<file path="src/rtl/riscv_pkg.sv">
// Shared RISC-V front-end definitions: datapath widths, PC step and fetch buffer entry.
package riscv_pkg;

   localparam int XLEN    = 32;
   localparam int INSTR_W = 32;
   localparam int PC_STEP = 4;

   localparam logic [XLEN-1:0] RESET_PC_DEFAULT = 32'h0000_0000;

   // One buffered fetch: the instruction word together with the PC it came from.
   typedef struct packed {
      logic [XLEN-1:0]    pc;
      logic [INSTR_W-1:0] instr;
   } fetch_entry_t;

endpackage

</file>
<file path="src/rtl/fetch_fifo.sv">
// fetch_fifo: small synchronous FIFO of fetch entries. The head entry is read
// straight out of the array, so a pushed word is visible one cycle after the push.
// Flush empties the buffer and wins over a same-cycle push or pop.
module fetch_fifo
   import riscv_pkg::*;
#(
   parameter int DEPTH = 4,
   parameter int CNT_W = $clog2(DEPTH) + 1
) (
   input  logic             clk,
   input  logic             reset,
   input  logic             push,
   input  logic             pop,
   input  logic             flush,
   input  fetch_entry_t     wr_data,
   output fetch_entry_t     rd_data,
   output logic [CNT_W-1:0] count,
   output logic             empty,
   output logic             full
);
   localparam int AW = $clog2(DEPTH);

   fetch_entry_t     r_mem [DEPTH];
   // Pointers carry one extra wrap bit so that full and empty are distinguishable.
   logic [CNT_W-1:0] r_wr_ptr;
   logic [CNT_W-1:0] r_rd_ptr;
   logic             w_do_push;
   logic             w_do_pop;

   assign count     = r_wr_ptr - r_rd_ptr;
   assign empty     = (count == '0);
   assign full      = (count == CNT_W'(DEPTH));
   assign w_do_push = push && !flush;
   assign w_do_pop  = pop && !flush && !empty;
   assign rd_data   = r_mem[r_rd_ptr[AW-1:0]];

   // Storage array: written on push only, no reset so it maps onto plain RAM.
   always_ff @(posedge clk) begin
      if (w_do_push) begin
         r_mem[r_wr_ptr[AW-1:0]] <= wr_data;
      end
   end

   // Pointer update: flush rewinds both pointers, otherwise advance on push/pop.
   always_ff @(posedge clk or posedge reset) begin
      if (reset) begin
         r_wr_ptr <= '0;
         r_rd_ptr <= '0;
      end else if (flush) begin
         r_wr_ptr <= '0;
         r_rd_ptr <= '0;
      end else begin
         if (w_do_push) r_wr_ptr <= r_wr_ptr + CNT_W'(1);
         if (w_do_pop)  r_rd_ptr <= r_rd_ptr + CNT_W'(1);
      end
   end

   // The front end's credit scheme must never push into a full buffer.
   a_no_push_when_full : assert property (@(posedge clk) disable iff (reset) !(push && full && !flush));

endmodule

</file>
<file path="src/rtl/fetch_unit.sv">
// fetch_unit: owns the PC, issues in-order word fetches to instruction memory,
// buffers returned words with their PCs and hands them to decode. EX redirects
// flush the buffer and discard every response still in flight.
module fetch_unit
   import riscv_pkg::*;
#(
   parameter logic [XLEN-1:0] RESET_PC   = RESET_PC_DEFAULT,
   parameter int              FIFO_DEPTH = 4,
   parameter int              CNT_W      = $clog2(FIFO_DEPTH) + 1
) (
   input  logic               clk,
   input  logic               reset,
   output logic               imem_req_valid,
   input  logic               imem_req_ready,
   output logic [XLEN-1:0]    imem_req_addr,
   input  logic               imem_resp_valid,
   input  logic [INSTR_W-1:0] imem_resp_data,
   output logic               instr_valid,
   input  logic               instr_ready,
   output logic [INSTR_W-1:0] instr,
   output logic [XLEN-1:0]    instr_pc,
   input  logic               redirect_valid,
   input  logic [XLEN-1:0]    redirect_pc
);
   localparam logic [CNT_W:0]   CREDITS = (CNT_W+1)'(FIFO_DEPTH);
   localparam logic [XLEN-1:0]  STEP    = XLEN'(PC_STEP);

   logic [XLEN-1:0]  r_fetch_pc;
   logic [XLEN-1:0]  r_resp_pc;
   logic [CNT_W-1:0] r_outstanding;
   logic [CNT_W-1:0] r_drop_cnt;
   logic             r_started;

   logic [XLEN-1:0]  w_redirect_target;
   logic [CNT_W:0]   w_credit_used;
   logic             w_req_fire;
   logic             w_push;
   logic             w_pop;
   logic [CNT_W-1:0] w_fifo_count;
   logic             w_fifo_empty;
   logic             w_fifo_full;
   fetch_entry_t     w_push_entry;
   fetch_entry_t     w_head;

   assign w_redirect_target = redirect_pc & ~XLEN'(3);

   // A request may only go out when every in-flight word is guaranteed a slot.
   assign w_credit_used  = {1'b0, r_outstanding} + {1'b0, w_fifo_count};
   assign imem_req_valid = r_started && !redirect_valid && (w_credit_used < CREDITS);
   assign imem_req_addr  = r_fetch_pc;
   assign w_req_fire     = imem_req_valid && imem_req_ready;

   // Responses are kept only when nothing is pending to be dropped and no redirect is happening now.
   assign w_push       = imem_resp_valid && (r_drop_cnt == '0) && !redirect_valid;
   assign w_push_entry = '{pc: r_resp_pc, instr: imem_resp_data};
   assign w_pop        = instr_valid && instr_ready;

   assign instr_valid = !w_fifo_empty;
   assign instr       = w_head.instr;
   assign instr_pc    = w_head.pc;

   fetch_fifo #(
      .DEPTH (FIFO_DEPTH),
      .CNT_W (CNT_W)
   ) u_fifo (
      .clk     (clk),
      .reset   (reset),
      .push    (w_push),
      .pop     (w_pop),
      .flush   (redirect_valid),
      .wr_data (w_push_entry),
      .rd_data (w_head),
      .count   (w_fifo_count),
      .empty   (w_fifo_empty),
      .full    (w_fifo_full)
   );

   // PC, in-flight and drop bookkeeping; a redirect reloads both PCs and marks all in-flight words stale.
   always_ff @(posedge clk or posedge reset) begin
      if (reset) begin
         r_started     <= 1'b0;
         r_fetch_pc    <= RESET_PC;
         r_resp_pc     <= RESET_PC;
         r_outstanding <= '0;
         r_drop_cnt    <= '0;
      end else begin
         r_started     <= 1'b1;
         r_outstanding <= r_outstanding + CNT_W'(w_req_fire) - CNT_W'(imem_resp_valid);
         if (redirect_valid) begin
            r_fetch_pc <= w_redirect_target;
            r_resp_pc  <= w_redirect_target;
            r_drop_cnt <= r_outstanding - CNT_W'(imem_resp_valid);
         end else begin
            if (w_req_fire) r_fetch_pc <= r_fetch_pc + STEP;
            if (w_push)     r_resp_pc  <= r_resp_pc + STEP;
            if (imem_resp_valid && (r_drop_cnt != '0)) r_drop_cnt <= r_drop_cnt - CNT_W'(1);
         end
      end
   end

   // Counter sanity: in-flight never exceeds the credit pool, stale count never exceeds in-flight.
   a_outstanding_bound : assert property (@(posedge clk) disable iff (reset) r_outstanding <= CNT_W'(FIFO_DEPTH));
   a_drop_bound        : assert property (@(posedge clk) disable iff (reset) r_drop_cnt <= r_outstanding);

endmodule
</file>
<file path="config.mk">
export PLATFORM = sky130hd
export DESIGN_NAME = fetch_unit
export DESIGN_NICKNAME = d
export VERILOG_FILES = /design/src/rtl/riscv_pkg.sv /design/src/rtl/fetch_fifo.sv /design/src/rtl/fetch_unit.sv
export SDC_FILE = /design/constraint.sdc
export NUM_CORES = 1
export LEC_CHECK = 0
export CORE_UTILIZATION = 50
export CTS_BUF_LIST = sky130_fd_sc_hd__clkbuf_16
export DETAILED_ROUTE_END_ITERATION = 8
export HOLD_SLACK_MARGIN = 0.08
export PLACE_DENSITY = 0.83
export SLEW_MARGIN = 30
export SYNTH_ARGS = -nofsm -noshare
export SYNTH_HDL_FRONTEND = slang
export SYNTH_SLANG_ARGS = --single-unit
</file>
<file path="constraint.sdc">
create_clock -name clk -period 6.1 [get_ports clk]
set_input_delay 0.61 -clock clk [delete_from_list [all_inputs] [get_ports clk]]
set_output_delay 0.61 -clock clk [all_outputs]
set_load 0.005 [all_outputs]
</file>
==> reports/results.tsv, run 1 <==
stage	metric	value	unit
cells_and_area	finalNetCount	1052	
synthesis	yosys_warnings	0	
sta	finalHoldViolations	0	
synthesis	ys_seq_area_share	69.8	%
cts	clk_latency	500	ps
pwr	swShare	24.6	%
pwr	p_leak	5.56	nW
cells_and_area	antenna_cells	0	
hold_path	hold_class	flip-flop to flip-flop	
synthesis	synth_area_leaders	edfxtp_1 56%, dfrtp_1 14%, mux4_2 11%, xor2_1 1.6%, ha_1 1.5%	
sta	min_period	4510	ps
sta	fin_worst_skew	10.2	ps
die	die_w	165	µm
detailed_routing	avgRoutedWirePerCell	19.9	µm
synthesis	ys_async_sr_fraction	22.7	%
cts	clk_pin_slew	60	ps
placement	port-buffer-count	161	
run	drv_cap	0	
synthesis	yosys.area.top_type	edfxtp_1	
pwr	p_int	0.00446	W
synthesis	syn_inst	794	
worst_setup_path	worst-path-max-fanout	32	
cells_and_area	fill_cells	1814	
worst_setup_path	crit_chain	ha_1 > inv_1 > fa_1 > xor3_1 > inv_1 > ha_1 > nor4b_2 > and4_1 > inv_2 > ha_1 > inv_1 > ha_1 > inv_1 > fa_1 > xnor2_1 > xnor2_1	
die	dieArea	27200	µm²
cells_and_area	syn_to_final_growth	22.7	%
synthesis	syn_area_per_cell	16.7	µm²
global_route	overflow	0	
global_route	grt_pass1_vias	7901	
worst_setup_path	endpoint_kind	flip-flop	
placement	placed_area	15200	µm²
cells_and_area	utilization	62.6	%
pwr	pwr-share-seq	45.0	%
worst_setup_path	cp_data_required_time	6530	ps
global_route	antenna_found_initial	0	
die	floorplan.initialDensity	51.0	%
pwr	power_switching	0.00145	W
synthesis	ys_ff_latch	321	
cts	cts_resized	0	
synthesis	synth_edf_count	248	
pwr	totalPowerFinal	0.00592	W
synthesis	ys.flop_type	edfxtp_1	
worst_setup_path	slowest_stage	dfrtp_4	
die	ios	168	
global_route	grt_max_degree	74	
worst_setup_path	crit_type	flip-flop to flip-flop	
cts	cts_setup_buffers	0	
cts	htreeDepth	2	
die	core	26100	µm²
detailed_routing	ant_nets	0	
sta	fin_crit_sh	73.9	%
pwr	comb_power_share	21.1	%
cells_and_area	final_area	16300	µm²
synthesis	netlist.area_leader.share	56.0	%
synthesis	syn_area	13300	µm²
detailed_routing	num_vias	7584	
placement	gp_congestion	0.888	
pwr	ir_drop	0.262	mV
global_route	grt_first_pass_wirelength	41400	µm
cts	cts_hold_buffers	0	
sta	fmax	0.222	GHz
sta	worstMarginPinSlew	953	ps
cts	cts_sinks	321	
sta	drv_slew	0	
placement	dp_hpwl	16300	µm
detailed_routing	drc_errors	0	
pwr	clkPwrFrac	33.9	%
cts	clockBufferDepth	3	
pwr	p_per_area	363	nW/µm²
detailed_routing	routed_wirelength	26300	µm
detailed_routing	firstDrtPassIters	5	
cts	ctsRootBufferMaster	clkbuf_16	
worst_setup_path	cp_top_family	adder cells	
synthesis	synth.distinct_cells	61	
cells_and_area	regArea	9280	µm²
cells_and_area	layout-drive-gt1-share	14.0	%
sta	setup_viol	0	
worst_setup_path	crit_path_max_incr_delay	730	ps
global_route	grt_util_all_layers	20.1	%
worst_setup_path	worstSetupStartpointType	flip-flop	
run_status	outcome	complete, no violations	
die	rows	59	
sta	fin_setup_tns	0	ps
die	die_h	165	µm
cts	numCtsBuffers	34	
cells_and_area	multi_input_area	3740	µm²
worst_setup_path	cp_num_buf_inv	5	
worst_setup_path	worstPathArrival	4940	ps
sta	rsz0062_at_grt	no	
detailed_routing	vias_per_cell	5.73	
cts	cts_tree	done	
sta	max_slew_margin	36.5	%
detailed_routing	drt_iter0_drc	702	
-- flip-flops by register name, summed over array words and instances (netlist names) --
register         flops
imem_req_addr       30
r_drop_cnt           3
r_outstanding        3
r_resp_pc           30
r_started            1
u_fifo.r_mem       248
u_fifo.r_rd_ptr      3
u_fifo.r_wr_ptr      3
-- final timing paths --
kind                                     from                 end  slack [ps]  depth (start not counted)
max in group asynchronous               reset  u_fifo.r_rd_ptr[0]        5000                          3
hold reg to reg              r_outstanding[0]    r_outstanding[0]         540                          1
setup / recovery           u_fifo.r_rd_ptr[0]    r_outstanding[2]        1590                         16
hold / removal               r_outstanding[0]    r_outstanding[0]         540                          1
setup reg to reg           u_fifo.r_rd_ptr[0]    r_outstanding[2]        1590                         16
min in group asynchronous               reset    r_outstanding[2]         590                          3
-- power by group through the flow --
stage / logic (W) / registers, W / clock network (W)
after detailed placement: 0.00127 / 0.00271 / 0
after global routing: 0.00138 / 0.00269 / 0.00213
final: 0.00125 / 0.00266 / 0.00201
after CTS: 0.00128 / 0.00266 / 0.00205
after global placement: 0.00125 / 0.00270 / 0
after floorplan: 0.000727 / 0.00263 / 0
-- cells by family after synthesis --
kind of cell	Yosys count	synth area share, %
adders and majority gates	18	1.81
AOI/OAI and AO/OA	85	4.32
xor gates and xnor gates	45	3.08
other	2	0.0565
muxes	67	10.9
buffers and inverters	64	2.23
DFF	321	69.8
and+or+nand+nor	192	7.82
-- area by class of cell --
class	count	area share, %
well taps	335	2.57
multi-input cells	412	22.9
clock inverters	23	1.07
inverters	25	0.575
clock buffers	37	5.68
flip-flops and latches	321	56.9
repair buffers	170	10.3
-- through the flow --
step	setup WS (ps)	hold slack, ps	std cells
finish	1590	543	1323
global placement	1720	537	1263
CTS	1570	550	1323
global route	1220	567	1323
floorplan	1810	495	797
detailed placement	1580	533	1263
-- metal layers --
metal	up-vias	GRT usage, %	share of wire, %
li1	3422	-	-
met1	3799	27.3	43
met2	316	32.7	47
met3	47	4.04	7.9
met4	0	6.30	2.1
met5	-	0	0
-- worst register-to-register path: stages (launching register included) --
cell,delay [ps]
dfrtp_4,730
ha_1,240
inv_1,50
fa_1,380
xor3_1,230
inv_1,50
ha_1,280
nor4b_2,310
and4_1,540
inv_2,340
ha_1,370
inv_1,60
ha_1,130
inv_1,50
fa_1,370
xnor2_1,180
xnor2_1,140
-- cell usage in the layout (no fill, tap or decap), types with 3 or more instances in the layout --
| master | instances |
|---|---|
| mux4_2 | 62 |
| o311ai_0 | 10 |
| clkdlybuf4s50_1 | 160 |
| clkinv_2 | 4 |
| dfrtp_1 | 71 |
| nand2b_1 | 9 |
| a31oi_1 | 3 |
| a21boi_0 | 14 |
| o211ai_1 | 9 |
| bufinv_16 | 3 |
| conb_1 | 5 |
| ha_1 | 16 |
| o31a_1 | 3 |
| nor4_1 | 6 |
| clkbuf_16 | 37 |
| nand2_1 | 47 |
| inv_1 | 33 |
| nand4_1 | 14 |
| xnor2_1 | 20 |
| clkinv_1 | 5 |
| and3_2 | 4 |
| xor2_1 | 24 |
| nand3_1 | 35 |
| nor2_1 | 26 |
| nor3_1 | 10 |
| mux2i_1 | 3 |
| and2_1 | 5 |
| and4_1 | 9 |
| buf_4 | 8 |
| and4_2 | 3 |
| a21oi_1 | 6 |
| edfxtp_1 | 248 |
| o21ai_0 | 30 |
| and3_1 | 7 |
-- Yosys cell counts, drive strengths merged, types with 7 or more instances --
cell / instances
edfxtp: 248
dfrtp: 73
mux4: 62
nand2: 47
nand3: 35
o21ai: 31
nor2: 26
inv: 25
xor2: 24
clkbuf: 23
xnor2: 20
ha: 16
buf: 15
nand4: 15
a21boi: 14
and4: 12
and3: 11
nor3: 11
o311ai: 10
nand2b: 9
o211ai: 9
and2: 7
Note: power is estimated with default switching activity, not from simulation.
==> run 2: changes to the inputs <==
clock period = 4.2 ns   (was 6.1 ns; I/O delays follow)
==> reports/results.tsv, run 2 (synthesis results as in run 1) <==
stage	metric	value	unit	change
die	dieArea	27200	µm²	unchanged
cts	cts_hold_buffers	0		unchanged
placement	port-buffer-count	161		unchanged
cts	numCtsBuffers	34		unchanged
die	floorplan.initialDensity	51.0	%	unchanged
placement	gp_congestion	0.864		-2.6%
global_route	grt_pass1_vias	7819		-1.0%
pwr	p_per_area	525	nW/µm²	+45%
hold_path	hold_class	input port to asynchronous set/reset pin		
global_route	grt_max_degree	67		-9.5%
sta	setup_viol	0		unchanged
detailed_routing	avgRoutedWirePerCell	20.1	µm	+0.89%
cts	cts_tree	done		
worst_setup_path	cp_data_required_time	3780	ps	-2750 ps
sta	fin_worst_skew	17.2	ps	+7.02 ps
cells_and_area	final_cell_mix	248 x edfxtp_1, 160 x clkdlybuf4s50_1, 71 x dfrtp_1, 62 x mux4_2, 47 x nand2_1		
sta	worstMarginPinSlew	923	ps	-29.7 ps
cts	ctsRootBufferMaster	clkbuf_16		
worst_setup_path	endpoint_kind	output port		
detailed_routing	drc_errors	0		unchanged
run_status	outcome	complete, no violations		
sta	drv_slew	0		unchanged
pwr	p_leak	5.58	nW	+0.41%
die	rows	59		unchanged
cells_and_area	largest_reg_flops	248		unchanged
pwr	ir_drop	0.333	mV	+27%
die	ios	168		unchanged
global_route	grt_util_all_layers	20.2	%	+0.14 points
global_route	overflow	0		unchanged
cells_and_area	final_area	16400	µm²	+0.51%
cts	htreeDepth	2		unchanged
detailed_routing	ant_nets	0		unchanged
run	drv_cap	0		unchanged
cells_and_area	finalNetCount	1055		+0.29%
die	die_w	165	µm	unchanged
cells_and_area	layout-drive-gt1-share	14.3	%	+0.35 points
cts	cts_setup_buffers	0		unchanged
worst_setup_path	worstSetupStartpointType	flip-flop		
placement	dp.cells	1266		+0.24%
cts	cts_resized	0		unchanged
detailed_routing	routed_wirelength	26600	µm	+1.2%
cells_and_area	final_cells	1327		+0.30%
cells_and_area	layout_commonest_cell	edfxtp_1		
cells_and_area	syn_to_final_growth	23.3	%	
sta	fin_setup_tns	0	ps	unchanged
cells_and_area	fill_cells	1830		+0.88%
global_route	grt_first_pass_wirelength	41900	µm	+1.2%
cts	clockBufferDepth	3		unchanged
detailed_routing	firstDrtPassIters	5		unchanged
sta	max_slew_margin	38.5	%	+2.0 points
cts	cts_sinks	321		unchanged
sta	min_period	3640	ps	
detailed_routing	drt_iter0_drc	711		+1.3%
sta	rsz0062_at_grt	no		
worst_setup_path	worst-path-max-fanout	41		+28%
worst_setup_path	worstPathArrival	3220	ps	-1720 ps
die	die_h	165	µm	unchanged
cts	clk_pin_slew	60	ps	about the same
global_route	antenna_found_initial	1		+1
sta	fmax	0.275	GHz	
worst_setup_path	crit_type	flip-flop to output port		
cts	clk_latency	500	ps	about the same
placement	placed_area	15300	µm²	+0.52%
cells_and_area	antenna_cells	0		unchanged
sta	finalHoldViolations	0		unchanged
die	core	26100	µm²	unchanged
detailed_routing	vias_per_cell	5.72		-0.14%
placement	dp_hpwl	16400	µm	+0.80%
sta	fin_crit_sh	86.7	%	
detailed_routing	num_vias	7596		+0.16%
## run 2: worst max-delay path: stages, from the launching register on
cell and delay [ps]:
dfrtp_4 410, buf_4 400, buf_4 740, mux4_2 590, clkdlybuf4s50_1 520
## run 2: layout make-up
type	count	area, µm²	area share (%)
Timing Repair Buffer	173	1750	10.7
Clock inverter	24	181	1.11
Clock buffer	37	926	5.65
Multi-Input combinational cell	412	3740	22.8
Tap cell	335	419	2.56
Inverter	25	95.1	0.580
Sequential cell	321	9280	56.6
## run 2: per-layer routing
| layer | share of wire (%) | track usage [%] | up-vias |
|---|---|---|---|
| met3 | 7.6 | 3.94 | 36 |
| li1 | - | - | 3440 |
| met1 | 43 | 28.2 | 3786 |
| met2 | 47 | 32.3 | 332 |
| met4 | 1.8 | 6.17 | 2 |
| met5 | 0.064 | 0 | - |
## run 2: worst paths after layout
check | from | endpoint | slack [ps] | cells past startpoint
min | reset | r_started | 340 | 2
min reg2reg | r_drop_cnt[1] | r_drop_cnt[1] | 560 | 2
max reg2reg | u_fifo.r_wr_ptr[0] | imem_req_addr[26] | 630 | 14
min in group clk | redirect_pc[13] | r_resp_pc[13] | 550 | 3
max | u_fifo.r_rd_ptr[0] | instr_pc[14] | 560 | 4
max in group asynchronous | reset | imem_req_addr[7] | 2970 | 3
## run 2: report_power, final
part | switching, W | internal [W] | total (W)
Combinational | 0.000786 | 0.00110 | 0.00189
Clock | 0.00114 | 0.00177 | 0.00290
Sequential | 0.000179 | 0.00363 | 0.00381
Total | 0.00210 | 0.00650 | 0.00860
## run 2: per-stage QoR
| step | hold slack (ps) | total power, W | setup slack (ps) | utilization [%] |
|---|---|---|---|---|
| after CTS | 449 | 0.00872 | 427 | 62.9 |
| final | 339 | 0.00860 | 560 | 62.9 |
| after global placement | 529 | 0.00575 | 736 | 58.6 |
| after detailed placement | 546 | 0.00580 | 639 | 58.6 |
| after floorplan | 495 | 0.00487 | 30.5 | - |
| after global routing | 418 | 0.00900 | 309 | 62.9 |
==> run 3: changes to the inputs <==
SYNTH_HIERARCHICAL = 1   (was not set)
==> reports/results.tsv, run 3 <==
stage	metric	value	unit	change
global_route	use_met3	4.17	%	+0.23 points
worst_setup_path	slowest_stage	clkdlybuf4s50_1		
die	die_w	169	µm	+2.7%
run	drv_cap	0		unchanged
global_route	grt_use_met2	34.2	%	+2.0 points
sta	min_period	3760	ps	+121 ps
cts	clockBufferDepth	3		unchanged
cells_and_area	finalNetCount	1131		+7.2%
cts	cts_tree	done		
sta	max_slew_margin	41.8	%	+3.4 points
detailed_routing	drt_iter0_drc	922		+30%
cells_and_area	fill_cells	1925		+5.2%
worst_setup_path	cp_top_family	adder cells		
cells_and_area	largest_reg_flops	256		+3.2%
worst_setup_path	worstPathArrival	3340	ps	+120 ps
synthesis	syn_inst	865		+8.9%
cts	cts_hold_buffers	0		unchanged
global_route	grt_first_pass_wirelength	47800	µm	+14%
cts	htreeDepth	2		unchanged
worst_setup_path	worst-path-max-fanout	6		-85%
cells_and_area	syn_to_final_growth	22.6	%	
pwr	ir_drop	0.293	mV	-12%
pwr	p_per_area	428	nW/µm²	-18%
placement	dp.cells	1379		+8.9%
worst_setup_path	cp_num_buf_inv	3		unchanged
worst_setup_path	crit_path_max_incr_delay	510	ps	-230 ps
sta	drv_slew	0		unchanged
detailed_routing	drc_errors	0		unchanged
global_route	met1_usage	30.9	%	+2.7 points
cts	cts_setup_buffers	0		unchanged
worst_setup_path	crit_type	flip-flop to output port		
global_route	grt_util_all_layers	21.7	%	+1.5 points
global_route	grt-busiest-layer	met2		
sta	fin_crit_sh	89.5	%	+2.9 points
detailed_routing	avgRoutedWirePerCell	21.3	µm	+6.4%
worst_setup_path	worstSetupStartpointType	flip-flop		
sta	fin_worst_skew	10.5	ps	-6.72 ps
cells_and_area	final_cell_mix	256 x edfxtp_1, 162 x clkdlybuf4s50_1, 71 x dfrtp_1, 64 x mux4_2, 39 x nor2_1		
sta	rsz0062_at_grt	no		
sta	whs	271	ps	-67.7 ps
pwr	totalPowerFinal	0.00736	W	-14%
synthesis	syn_area_per_cell	16.2	µm²	-3.2%
cells_and_area	utilization	63.0	%	+0.15 points
cells_and_area	final_cells	1440		+8.5%
placement	port-buffer-count	163		+1.2%
worst_setup_path	endpoint_kind	output port		
cells_and_area	layout-drive-gt1-share	14.0	%	-0.27 points
detailed_routing	routed_wirelength	30700	µm	+15%
worst_setup_path	crit_chain	inv_1 > ha_1 > fa_1 > xnor3_2 > inv_1 > ha_1 > nor3_2 > and3_1 > clkdlybuf4s50_1		
global_route	antenna_found_initial	0		-1
cells_and_area	antenna_cells	0		unchanged
sta	finalHoldViolations	0		unchanged
cts	numCtsBuffers	34		unchanged
cells_and_area	layout_commonest_cell	edfxtp_1		
cts	cts_resized	0		unchanged
hold_path	hold_class	input port to asynchronous set/reset pin		
global_route	overflow	0		unchanged
detailed_routing	ant_nets	0		unchanged
detailed_routing	firstDrtPassIters	5		unchanged
die	dieArea	28700	µm²	+5.4%
run_status	outcome	complete, no violations		
sta	worstMarginPinSlew	870	ps	-53.1 ps
cts	clk_latency	500	ps	about the same
placement	dp_hpwl	19500	µm	+19%
detailed_routing	vias_per_cell	6.04		+5.6%
detailed_routing	num_vias	8704		+15%
die	core	27300	µm²	+4.6%
cts	cts_sinks	329		+2.5%
sta	fin_setup_tns	0	ps	unchanged
sta	fmax	0.266	GHz	-3.2%
placement	gp_congestion	0.886		+2.5%
worst_setup_path	cp_data_required_time	3780	ps	about the same
global_route	grt_pass1_vias	8488		+8.6%
synthesis	yosys_warnings	6		+6
cts	clk_pin_slew	70	ps	about the same
die	ios	168		unchanged
die	die_h	169	µm	+2.7%
synthesis	syn_area	14000	µm²	+5.5%
pwr	p_leak	5.75	nW	+2.9%
die	floorplan.initialDensity	51.4	%	+0.44 points
die	rows	60		+1.7%
sta	setup_viol	0		unchanged
cts	ctsRootBufferMaster	clkbuf_16		
global_route	grt_max_degree	67		unchanged
## run 3: path summary, 6_finish.rpt
| check | start | end | slack (ps) | cells past startpoint |
|---|---|---|---|---|
| worst max-delay path | u_fifo/r_wr_ptr[0] | imem_req_valid | 440 | 9 |
| min in group clk | r_outstanding[2] | r_outstanding[2] | 550 | 1 |
| worst min register to register | r_outstanding[2] | r_outstanding[2] | 550 | 1 |
| worst min-delay path | reset | u_fifo/r_rd_ptr[1] | 270 | 2 |
| max in group asynchronous | reset | imem_req_addr[28] | 2910 | 3 |
| worst max register to register | u_fifo/r_wr_ptr[0] | r_outstanding[2] | 500 | 14 |
## run 3: layout make-up
class	count	area (µm²)	area share (%)
sequential	329	9520	55.4
multi-input combinational	475	4240	24.7
timing repair buffer	182	1830	10.6
clock buffer	35	876	5.10
tap	372	465	2.71
clock inverter	26	168	0.976
inverter	21	80.1	0.466
## run 3: layer usage
metal,up-vias,share of wire (%)
met4,0,2.6
met5,-,0
met2,497,47
met1,4295,42
li1,3847,-
met3,65,8.9
## run 3: worst register-to-register path, cell delays in order, from the launching register on
cell and delay [ps]:
dfrtp_1 400, inv_1 100, ha_1 220, fa_1 370
xnor3_2 280, inv_1 80, ha_1 300, nor3_2 360
nand4_1 270, ha_1 350, inv_1 40, ha_1 190
fa_1 380, xor2_1 160, xnor2_1 120
## run 3: per-stage QoR
step                      instance area (µm²)  worst slack, ps
after detailed placement                16100              499
after global routing                    17200              288
after floorplan                         14100              797
after CTS                               17200              431
final                                   17200              439
after global placement                  16100              618
## run 3: power by group
part	leakage, nW	internal (W)	total, W	switching [W]
registers	3.16	0.00367	0.00383	0.000168
clock network	0.541	0.00163	0.00283	0.00120
logic	2.05	0.000357	0.000695	0.000338
